==> src/rtl/misc_seq_ctrl_if.sv <==
// Sequencer <-> datapath/memory signal bundle for the MISC-V multi-cycle core.
// The master side is the sequencer: it consumes status/acks and drives strobes.
// The slave side is the datapath and memory environment around it.
interface misc_seq_ctrl_if #(
    parameter int RET_W = 16
);
    logic             i_run;
    logic [2:0]       i_opcode;
    logic             i_branch_taken;
    logic             i_imem_ack;
    logic             i_dmem_ack;

    logic             o_imem_req;
    logic             o_dmem_req;
    logic             o_dmem_we;
    logic             o_ir_we;
    logic             o_pc_inc;
    logic             o_pc_branch;
    logic             o_pc_jump;
    logic             o_reg_we;
    logic             o_retired;
    logic [RET_W-1:0] o_retired_cnt;
    logic             o_bus_error;
    logic [2:0]       o_state;

    modport master (
        input  i_run, i_opcode, i_branch_taken, i_imem_ack, i_dmem_ack,
        output o_imem_req, o_dmem_req, o_dmem_we, o_ir_we, o_pc_inc,
               o_pc_branch, o_pc_jump, o_reg_we, o_retired, o_retired_cnt,
               o_bus_error, o_state
    );

    modport slave (
        output i_run, i_opcode, i_branch_taken, i_imem_ack, i_dmem_ack,
        input  o_imem_req, o_dmem_req, o_dmem_we, o_ir_we, o_pc_inc,
               o_pc_branch, o_pc_jump, o_reg_we, o_retired, o_retired_cnt,
               o_bus_error, o_state
    );
endinterface

==> src/rtl/misc_seq_ctrl.sv <==
// Multi-cycle sequencer for the MISC-V core. Walks the shared datapath through
// FETCH/DECODE/EXEC/MEM/WB, decides when PC, IR, regfile and data memory are
// written, runs the memory req/ack handshakes with a timeout, and counts
// retired instructions. ALU/mux selects come from the separate decoder.
module misc_seq_ctrl #(
    parameter int MEM_TIMEOUT = 15,
    parameter int TO_W        = 4,
    parameter int RET_W       = 16
) (
    input logic           clk,
    input logic           rst_n,
    misc_seq_ctrl_if.master bus
);

    localparam logic [2:0] S_IDLE   = 3'd0;
    localparam logic [2:0] S_FETCH  = 3'd1;
    localparam logic [2:0] S_DECODE = 3'd2;
    localparam logic [2:0] S_EXEC   = 3'd3;
    localparam logic [2:0] S_MEM    = 3'd4;
    localparam logic [2:0] S_WB     = 3'd5;
    localparam logic [2:0] S_ERROR  = 3'd7;

    logic [2:0]       r_state;
    logic [2:0]       w_next_state;
    logic [TO_W-1:0]  r_wait_cnt;
    logic [RET_W-1:0] r_retired_cnt;

    logic w_in_wait;
    logic w_ack;
    logic w_timeout;
    logic w_is_sw;
    logic w_retire;
    logic w_imem_req;
    logic w_dmem_req;
    logic w_dmem_we;
    logic w_ir_we;
    logic w_pc_inc;
    logic w_pc_branch;
    logic w_pc_jump;
    logic w_reg_we;
    logic w_bus_error;

    assign w_is_sw   = (bus.i_opcode == 3'd3);
    assign w_in_wait = (r_state == S_FETCH) || (r_state == S_MEM);
    assign w_ack     = ((r_state == S_FETCH) && bus.i_imem_ack) ||
                       ((r_state == S_MEM)   && bus.i_dmem_ack);
    assign w_timeout = (MEM_TIMEOUT != 0) && (r_wait_cnt == TO_W'(MEM_TIMEOUT));

    // Next-state and strobe decode; ack-qualified strobes fire in the ack cycle itself.
    always_comb begin
        w_next_state = r_state;
        w_retire     = 1'b0;
        w_imem_req   = 1'b0;
        w_dmem_req   = 1'b0;
        w_dmem_we    = 1'b0;
        w_ir_we      = 1'b0;
        w_pc_inc     = 1'b0;
        w_pc_branch  = 1'b0;
        w_pc_jump    = 1'b0;
        w_reg_we     = 1'b0;
        w_bus_error  = 1'b0;
        case (r_state)
            S_IDLE: begin
                if (bus.i_run) w_next_state = S_FETCH;
            end
            S_FETCH: begin
                w_imem_req = 1'b1;
                if (bus.i_imem_ack) begin
                    w_ir_we      = 1'b1;
                    w_pc_inc     = 1'b1;
                    w_next_state = S_DECODE;
                end else if (w_timeout) begin
                    w_next_state = S_ERROR;
                end
            end
            S_DECODE: begin
                w_next_state = S_EXEC;
            end
            S_EXEC: begin
                case (bus.i_opcode)
                    3'd0, 3'd1: w_next_state = S_WB;
                    3'd2, 3'd3: w_next_state = S_MEM;
                    3'd4, 3'd5: begin
                        w_pc_branch = bus.i_branch_taken;
                        w_retire    = 1'b1;
                    end
                    default: begin
                        w_pc_jump = 1'b1;
                        w_retire  = 1'b1;
                    end
                endcase
            end
            S_MEM: begin
                w_dmem_req = 1'b1;
                w_dmem_we  = w_is_sw;
                if (bus.i_dmem_ack) begin
                    if (w_is_sw) w_retire = 1'b1;
                    else         w_next_state = S_WB;
                end else if (w_timeout) begin
                    w_next_state = S_ERROR;
                end
            end
            S_WB: begin
                w_reg_we = 1'b1;
                w_retire = 1'b1;
            end
            S_ERROR: begin
                w_bus_error = 1'b1;
            end
            default: begin
                w_next_state = S_IDLE;
            end
        endcase
        if (w_retire) w_next_state = bus.i_run ? S_FETCH : S_IDLE;
    end

    // State register; reset drops any in-flight instruction straight to IDLE.
    always_ff @(posedge clk or negedge rst_n) begin
        if (!rst_n) r_state <= S_IDLE;
        else        r_state <= w_next_state;
    end

    // Ack-less cycles in FETCH/MEM count up; anything else clears, so each access starts at 0.
    always_ff @(posedge clk or negedge rst_n) begin
        if (!rst_n)                  r_wait_cnt <= '0;
        else if (w_in_wait && !w_ack) r_wait_cnt <= r_wait_cnt + 1'b1;
        else                         r_wait_cnt <= '0;
    end

    // Retired-instruction counter, free-running with natural wrap.
    always_ff @(posedge clk or negedge rst_n) begin
        if (!rst_n)        r_retired_cnt <= '0;
        else if (w_retire) r_retired_cnt <= r_retired_cnt + 1'b1;
    end

    assign bus.o_imem_req    = w_imem_req;
    assign bus.o_dmem_req    = w_dmem_req;
    assign bus.o_dmem_we     = w_dmem_we;
    assign bus.o_ir_we       = w_ir_we;
    assign bus.o_pc_inc      = w_pc_inc;
    assign bus.o_pc_branch   = w_pc_branch;
    assign bus.o_pc_jump     = w_pc_jump;
    assign bus.o_reg_we      = w_reg_we;
    assign bus.o_retired     = w_retire;
    assign bus.o_retired_cnt = r_retired_cnt;
    assign bus.o_bus_error   = w_bus_error;
    assign bus.o_state       = r_state;

endmodule
==> src/flat_wrapper.sv <==
// flat-port wrapper written by rule: the top's interface ports become plain ports
module misc_seq_ctrl_flat 
#(
    parameter int MEM_TIMEOUT = 15,
    parameter int TO_W        = 4,
    parameter int RET_W       = 16
)
  (clk, rst_n, bus_i_run, bus_i_opcode, bus_i_branch_taken, bus_i_imem_ack, bus_i_dmem_ack, bus_o_imem_req, bus_o_dmem_req, bus_o_dmem_we, bus_o_ir_we, bus_o_pc_inc, bus_o_pc_branch, bus_o_pc_jump, bus_o_reg_we, bus_o_retired, bus_o_retired_cnt, bus_o_bus_error, bus_o_state);
  misc_seq_ctrl_if #(.RET_W(RET_W)) bus_i ();
  input logic clk;
  input logic rst_n;
  input wire logic [$bits(bus_i.i_run)-1:0] bus_i_run;
  input wire logic [$bits(bus_i.i_opcode)-1:0] bus_i_opcode;
  input wire logic [$bits(bus_i.i_branch_taken)-1:0] bus_i_branch_taken;
  input wire logic [$bits(bus_i.i_imem_ack)-1:0] bus_i_imem_ack;
  input wire logic [$bits(bus_i.i_dmem_ack)-1:0] bus_i_dmem_ack;
  output wire logic [$bits(bus_i.o_imem_req)-1:0] bus_o_imem_req;
  output wire logic [$bits(bus_i.o_dmem_req)-1:0] bus_o_dmem_req;
  output wire logic [$bits(bus_i.o_dmem_we)-1:0] bus_o_dmem_we;
  output wire logic [$bits(bus_i.o_ir_we)-1:0] bus_o_ir_we;
  output wire logic [$bits(bus_i.o_pc_inc)-1:0] bus_o_pc_inc;
  output wire logic [$bits(bus_i.o_pc_branch)-1:0] bus_o_pc_branch;
  output wire logic [$bits(bus_i.o_pc_jump)-1:0] bus_o_pc_jump;
  output wire logic [$bits(bus_i.o_reg_we)-1:0] bus_o_reg_we;
  output wire logic [$bits(bus_i.o_retired)-1:0] bus_o_retired;
  output wire logic [$bits(bus_i.o_retired_cnt)-1:0] bus_o_retired_cnt;
  output wire logic [$bits(bus_i.o_bus_error)-1:0] bus_o_bus_error;
  output wire logic [$bits(bus_i.o_state)-1:0] bus_o_state;
  assign bus_i.i_run = bus_i_run;
  assign bus_i.i_opcode = bus_i_opcode;
  assign bus_i.i_branch_taken = bus_i_branch_taken;
  assign bus_i.i_imem_ack = bus_i_imem_ack;
  assign bus_i.i_dmem_ack = bus_i_dmem_ack;
  assign bus_o_imem_req = bus_i.o_imem_req;
  assign bus_o_dmem_req = bus_i.o_dmem_req;
  assign bus_o_dmem_we = bus_i.o_dmem_we;
  assign bus_o_ir_we = bus_i.o_ir_we;
  assign bus_o_pc_inc = bus_i.o_pc_inc;
  assign bus_o_pc_branch = bus_i.o_pc_branch;
  assign bus_o_pc_jump = bus_i.o_pc_jump;
  assign bus_o_reg_we = bus_i.o_reg_we;
  assign bus_o_retired = bus_i.o_retired;
  assign bus_o_retired_cnt = bus_i.o_retired_cnt;
  assign bus_o_bus_error = bus_i.o_bus_error;
  assign bus_o_state = bus_i.o_state;
  misc_seq_ctrl #(.MEM_TIMEOUT(MEM_TIMEOUT), .TO_W(TO_W), .RET_W(RET_W)) u_core (.clk(clk), .rst_n(rst_n), .bus(bus_i));
endmodule
==> config.mk <==
export PLATFORM = sky130hd
export DESIGN_NAME = misc_seq_ctrl_flat
export DESIGN_NICKNAME = d
export VERILOG_FILES = /design/src/rtl/misc_seq_ctrl_if.sv /design/src/rtl/misc_seq_ctrl.sv /design/src/flat_wrapper.sv
export SDC_FILE = /design/constraint.sdc
export NUM_CORES = 1
export LEC_CHECK = 0
export CORE_MARGIN = 5
export CORE_UTILIZATION = 30
export CTS_CLUSTER_DIAMETER = 50
export DETAILED_ROUTE_END_ITERATION = 12
export GPL_ROUTABILITY_DRIVEN = 0
export PLACE_DENSITY = 0.55
export SETUP_SLACK_MARGIN = 0.2
export SYNTH_ARGS = -nofsm -noshare
export SYNTH_HDL_FRONTEND = slang
export SYNTH_SLANG_ARGS = --single-unit
export TNS_END_PERCENT = 1
==> constraint.sdc <==
create_clock -name clk -period 3.1 [get_ports clk]
set_input_delay 0.31 -clock clk [delete_from_list [all_inputs] [get_ports clk]]
set_output_delay 0.31 -clock clk [all_outputs]
set_load 0.03 [all_outputs]
* Word-level counts from Yosys, hierarchy flattened
Cells that the tools add are included.
** Word-level totals
- Register bits :: 23
- Input bits :: 9
- Output and inout bits :: 29
** Operators by class
- Add/sub/neg operators :: 2
- Equality and inequality tests :: 16
- Muxes and demuxes :: 25
- Reductions and logical operators :: 15
** Operators with widths (count)
- 2-to-1 mux 3 bit :: 6
- case mux 3 bit (6 select lines) :: 1
- adder 16 x 1 -> 16 bit (second input constant) :: 1
- == test 3 bit (second input constant) :: 5
- 2-to-1 mux 1 bit :: 15
- == test 3 x 2 -> 1 bit (second input constant) :: 4
- OR reduction 2 bit :: 4
- == test 3 x 1 -> 1 bit (second input constant) :: 2
- zero test 3 bit :: 2
- case mux 3 bit (2 select lines) :: 1
- OR reduction 6 bit :: 1
- adder 4 x 1 -> 4 bit (second input constant) :: 1
- == test 4 bit (second input constant) :: 1
- 2-to-1 mux 4 bit :: 1
- != test 4 x 2 -> 1 bit (second input constant) :: 1
- != test 4 bit (second input constant) :: 1
- AND reduction 4 bit :: 1
- OR reduction 4 bit :: 1
- logical AND 1 bit :: 3
- != test 3 bit (second input constant) :: 1
- case mux 1 bit (3 select lines) :: 1
- logical OR 1 bit :: 2
- != test 2 x 1 -> 1 bit (second input constant) :: 1
- zero test 1 bit :: 1

* Depth between registers and ports, before layout
Gate-level depths: netlist of run 1.
- Depth in word-level cells :: 6
- Mapped depth :: 6

* Least setup slack after synthesis of run 1
No wires, ideal clock.
- Path type :: register to register
- Start :: register u_core.r_state[2] (netlist: u_core.bus.o_state[2])
- End :: register u_core.r_retired_cnt[1] (netlist: u_core.bus.o_retired_cnt[1])
- Data arrival time :: 1.900 ns
- Required time :: 2.975 ns
- Slack :: 1.075 ns
- Stages on the path, launching flop included :: 6
- Buffers on the path :: 1
- Period minus slack after synthesis :: 2.025 ns
- Path through :: dfrtp_1 -> buf_2 -> and3b_1 -> a311oi_4 -> inv_2 -> mux2_4
** Between the ends
- Word-level cells in the longest chain between the ends :: 2
- Elaborated cells on any way between the ends :: 4
- Those cells by class :: eq/ne (3); mux (1)
** Ends and longest elaborated chain
- start, declared :: line misc_seq_ctrl.sv:23 : logic [2:0] r_state;
- start signal, assigned :: line misc_seq_ctrl.sv:120 : else r_state <= w_next_state;
- == test 3 bit / == test 3 x 2 -> 1 bit (equally long branches) :: line misc_seq_ctrl.sv:62 : case (r_state)
- case mux 1 bit (3 select lines) * :: line misc_seq_ctrl.sv:62
- via bus_o_retired :: line flat_wrapper.sv:25 : output wire logic [$bits(bus_i.o_retired)-1:0] bus_o_retired;
- end signal, assigned :: line misc_seq_ctrl.sv:133 : else if (w_retire) r_retired_cnt <= r_retired_cnt + 1'b1;
- end, declared :: line misc_seq_ctrl.sv:26 : logic [RET_W-1:0] r_retired_cnt;
Mark *: on every way through the listed nets, which the timed path passes. The rest lies on a longest branch.
A chain may end at the register's enable or synchronous reset.

* Worst setup path in the final report of run 1
- Start :: register u_core.r_state[2] (netlist: u_core.bus.o_state[2])
- End :: output port bus_o_retired
** Between the ends
- Word-level cells in the longest chain between the ends :: 2
- Elaborated cells on any way between the ends :: 4
- Those cells by class :: eq/ne (3); mux (1)
** Ends and longest elaborated chain (line)
- == test 3 bit / == test 3 x 2 -> 1 bit (equally long branches) :: misc_seq_ctrl.sv:62
- case mux 1 bit (3 select lines) * :: misc_seq_ctrl.sv:62
- end, declared :: flat_wrapper.sv:25
Every way passes the cells marked *; elsewhere a longest branch is shown, timed or not.

==> results_dict.tcl, run 1 <==
set metrics [dict create \
    outcome "finished, final reports clean" \
    remaining_drc_errors 0 \
    cts.sinks 23 \
    dr.pass1.iters 4 \
    grt_start_max_net_pins 24 \
    relSlewSlack 0.308 \
    clock-root-buffer "clkbuf_8" \
    cts.path.max_buffers 2 \
    critPathRequiredTime_ps 2790 \
    crit_path_end_kind "output port" \
    power_density_mw_per_mm2 827 \
    netlist.area_leader.share 0.455 \
    postRouteWirelength_um 3050 \
    syn_nets 135 \
    grt_setup_unrepaired "false" \
    ant_nets 0 \
    cts_setup_buffers 0 \
    p_leak_nw 0.761 \
    initial_core_util 0.312 \
    grt_pass1_vias 1077 \
    drv_cap 0 \
    p_seq_frac 0.339 \
    clkTransAtPathRegs_ps 90 \
    drt_iter0_markers 60 \
    antenna_found_initial 0 \
    p_sw_w 0.000639 \
    cp_max_fo 13 \
    switching_share 0.451 \
    insertion_delay_ps 270 \
    grt_overflow 0 \
    tritoncts "done" \
    final_nets 173 \
    die_h_um 74.9 \
    ir_drop_uv 390 \
    min_period_ps 2450 \
    syn_inst 124 \
    htreeDepth 1 \
    yosysMostFrequentCell "dfrtp_1" \
    ys.flop_type "dfrtp_1" \
    synth_warnings 0 \
    cts-hold-fix-buffers 0 \
    port_buffers 37 \
    worst_slew_pin_slew_ps 1040 \
    clock.fmax_mhz 407 \
    ys_types 39 \
    dr_total_vias 1054 \
    timing.final.crit_share 0.792 \
    setup_viol 0 \
    drive_gt1_frac 0.0807 \
    placedCellCount 207 \
    core_mm2 0.00406 \
    dieArea_mm2 0.00562 \
    area_growth_pct 35.4 \
    synth-seq-cells 23 \
    drv_slew 0 \
    die_w_um 74.9 \
    min_path_type "reg -> reg" \
    avgSynthCellArea_um2 10.2 \
    fin_total_pwr_w 0.00142 \
    start_kind "register" \
    cts-buffers-inserted 3 \
    synth_top_area_cell "dfrtp_1" \
    num_io_pins 38 \
    hold_violations 0 \
    clock-skew-final_ps 10.8 \
    grt_pass1_wl_um 5070 \
    syn_area_mm2 0.00126 \
    p_int_w 0.000778 \
    path_class "reg -> out" \
    postSynth.asyncResetShare 1.00 \
    seq_area_frac_synth 0.455 \
    hpwl_um 2230 \
    tns_ps 0 \
    vias_per_cell 5.00 \
    wl_per_cell_um 14.5 \
    p_clk_frac 0.131 \
    ys_top_cells_by_area "dfrtp_1, xor2_1, nor2_1" \
    row_count 23 \
    synth_commonest_cells "dfrtp_1, xor2_1, nor2_1" \
    crit_arrival_ps 2140 \
    synth-edff-count 0 \
    final_cells 211 \
    cts-resized-gates 0 \
    track_usage 0.117 \
    n_antenna_cell 0 \
    combPwrFrac 0.530 \
]
## worst max-delay path, cell delays in order, from the launching register on
cell             delay (ps)
dfrtp_1                 560
and4b_4                 280
a311oi_4                290
inv_2                   120
clkdlybuf4s50_1         630
## flip-flops by register name, summed over array words and instances, names as in the netlist
signal	flops
u_core.bus.o_state	3
u_core.bus.o_retired_cnt	16
u_core.r_wait_cnt	4
## final cells by class
type | instances | area (µm²)
clock buffers | 3 | 41.3
clock inverters | 1 | 5.00
fillers | 400 | 2340
inverters | 4 | 15.0
multi-input cells | 92 | 636
flip-flops and latches | 23 | 576
well taps | 50 | 62.6
repair buffers | 38 | 378
## power groups by stage
| stage | Combinational, W | Clock (W) | Sequential (W) |
|---|---|---|---|
| detailed placement | 0.000752 | 0 | 0.000485 |
| CTS | 0.000758 | 0.000190 | 0.000483 |
| global placement | 0.000746 | 0 | 0.000478 |
| global route | 0.000806 | 0.000204 | 0.000500 |
| floorplan | 0.000437 | 0 | 0.000537 |
| finish | 0.000751 | 0.000186 | 0.000480 |
## placed cells by master, fill, tap and decap left out, drive strengths merged, types with 8 or more instances in the layout
cell,n
clkdlybuf4s50,37
dfrtp,23
xor2,13
nor2,11
nand2,10
nor3,8
## through the flow
step	util	worst slack (ps)	area [µm²]	hold slack, ps
finish	0.422	645	1710	472
global placement	0.411	716	1670	446
detailed placement	0.411	704	1670	458
CTS	0.422	628	1710	468
global route	0.422	529	1710	512
floorplan	-	1080	1260	14.4
## per-layer routing
layer / routed length, µm / part of all wire / vias to the layer above / global-route usage
met5: 0 / 0 / - / 0
met4: 65 / 0.021 / 0 / 0.0573
met3: 214 / 0.070 / 7 / 0.0280
met2: 1410 / 0.46 / 35 / 0.191
met1: 1370 / 0.45 / 505 / 0.145
li1: - / - / 507 / -
## cells by family after synthesis
logic type	count (synthesis)	synth area share
simple gates	60	0.277
compound gates	12	0.0762
buf+inv	9	0.0425
flops	23	0.455
xor+xnor	17	0.118
fa+ha+maj	2	0.0198
mux	1	0.0119
## final timing paths
path,slack [ps],depth (start not counted),from,end
worst max-delay path,650,4,u_core.bus.o_state[2],bus_o_retired
min in group asynchronous,600,1,rst_n,u_core.bus.o_retired_cnt[8]
max in group asynchronous,1860,1,rst_n,u_core.r_wait_cnt[2]
worst min-delay path,470,1,u_core.r_wait_cnt[0],u_core.r_wait_cnt[0]
worst min register to register,470,1,u_core.r_wait_cnt[0],u_core.r_wait_cnt[0]
worst max register to register,1240,5,u_core.bus.o_state[0],u_core.bus.o_retired_cnt[12]
Power figures use the tool's default switching activity.
==> run 2, diff against run 1 <==
- clock period: 3.1 -> 2.5 ns (I/O delays scaled with it)
==> run 2 against run 1 <==
Critical endpoint is now bus_o_pc_branch. Worst setup slack worse by 350 ps. Combinational power is 31% higher. First-iteration DRC count grew 6.7%. Register-to-register slack worse by 500 ps. Critical path depth fell by 1. Cell area increased by 1.5%. Die area did not move. Clock skew decreased by 9.1 ps. Clock-buffer cell count up 1. Via count increased by 2.0%. Global-route usage about the same.
==> results_dict.tcl, run 2 (synthesis results as in run 1) <==
set metrics [dict create \
    tritoncts "done" \
    ant_nets 0 \
    dr_total_vias 1075 \
    wl_per_cell_um 14.1 \
    power_density_mw_per_mm2 1020 \
    insertion_delay_ps 260 \
    grt_start_max_net_pins 24 \
    crit_path_end_kind "output port" \
    min_path_type "in -> async" \
    drive_gt1_frac 0.104 \
    tns_ps 0 \
    postRouteWirelength_um 3010 \
    dr.pass1.iters 5 \
    path_class "reg -> out" \
    grt_overflow 0 \
    cp_cell_sequence "and4b_4, and3b_1, clkdlybuf4s50_1" \
    track_usage 0.117 \
    timing.final.crit_share 0.883 \
    antenna_found_initial 0 \
    initial_core_util 0.312 \
    critPathSlowestCell "clkdlybuf4s50_1" \
    die_w_um 74.9 \
    worst_slew_pin_slew_ps 448 \
    drt_iter0_markers 64 \
    clock-skew-final_ps 1.72 \
    final_nets 176 \
    hold_violations 0 \
    clock-root-buffer "clkbuf_8" \
    start_kind "register" \
    min_period_ps 2210 \
    relSlewSlack 0.698 \
    slowest_delay_ps 670 \
    outcome "finished, final reports clean" \
    area_growth_pct 37.5 \
    num_io_pins 38 \
    finalCoreUtilization 0.429 \
    port_buffers 37 \
    critPathRequiredTime_ps 2250 \
    largest_reg_flops 16 \
    row_count 23 \
    grt_pass1_wl_um 5220 \
    p_leak_nw 0.785 \
    htreeDepth 1 \
    clock.fmax_mhz 453 \
    dieArea_mm2 0.00562 \
    grt_pass1_vias 1156 \
    cts-buffers-inserted 3 \
    cts.path.max_buffers 2 \
    cts.sinks 23 \
    most-common-layout-cells "clkdlybuf4s50_1, dfrtp_1, xor2_1" \
    drv_slew 0 \
    vias_per_cell 5.02 \
    core_mm2 0.00406 \
    layout_commonest_cell "clkdlybuf4s50_1" \
    drv_cap 0 \
    setup_viol 0 \
    die_h_um 74.9 \
    crit_arrival_ps 1960 \
    remaining_drc_errors 0 \
    ir_drop_uv 402 \
    clkTransAtPathRegs_ps 80 \
    cts-hold-fix-buffers 0 \
    cp_max_fo 13 \
    hpwl_um 2280 \
    grt_setup_unrepaired "false" \
    n_antenna_cell 0 \
]
-- run 2: final cells by class --
class	count	area, µm²
clock buffers	4	45.0
fillers	401	2320
inverters	4	15.0
multi-input cells	92	636
flip-flops and latches	23	578
well taps	50	62.6
repair buffers	41	403
-- run 2: routing by layer --
layer / track usage / part of all wire / vias to the layer above / wire [µm]
met4: 0.0395 / 0.0096 / 0 / 29
met5: 0 / 0 / - / 0
met1: 0.152 / 0.43 / 507 / 1290
li1: - / - / 517 / -
met3: 0.0227 / 0.092 / 4 / 276
met2: 0.196 / 0.47 / 47 / 1420
-- run 2: what timing repair did --
action,CTS,global route
gates cloned,0,0
resized for setup,2,1
setup buffers,0,0
endpoints found under the setup margin,1,1
-- run 2: worst max-delay path: cells and delay by family (launching register included) --
kind	cells	cell delay [ps]
buf+inv	1	670
simple gates	2	550
flops	1	490
-- run 2: path summary, 6_finish.rpt --
| kind | startpoint | endpoint | slack (ps) | depth (start not counted) |
|---|---|---|---|---|
| hold / removal | rst_n | u_core.bus.o_retired_cnt[6] | 330 | 2 |
| hold reg to reg | u_core.r_wait_cnt[0] | u_core.r_wait_cnt[0] | 460 | 1 |
| setup reg to reg | u_core.bus.o_state[2] | u_core.bus.o_retired_cnt[12] | 740 | 5 |
| max in group asynchronous | rst_n | u_core.bus.o_state[2] | 1920 | 2 |
| min in group clk | u_core.r_wait_cnt[0] | u_core.r_wait_cnt[0] | 460 | 1 |
| setup / recovery | u_core.bus.o_state[2] | bus_o_pc_branch | 290 | 3 |
-- run 2: where the power goes --
group	internal [W]	leakage (nW)	switching [W]
clock	0.000114	0.0228	0.000113
sequential	0.000455	0.303	0.000115
combinational	0.000422	0.460	0.000561
-- run 2: per-stage QoR --
step           instance area, µm²  hold WS, ps  worst slack (ps)  power (W)  cells
3_5_place_dp                 1690          457               281    0.00157    210
4_1_cts                      1740          340               256    0.00180    214
5_1_grt                      1740          363               210    0.00191    214
6_report                     1740          335               292    0.00178    214
3_3_place_gp                 1690          443               282    0.00154    210
2_1_floorplan                1260        -45.6               475    0.00121    124
==> run 3, diff against run 2 <==
- SLEW_MARGIN: default -> 40
==> results of run 3 <==
No change in the layout: final DEF, timing and power equal those of run 2.
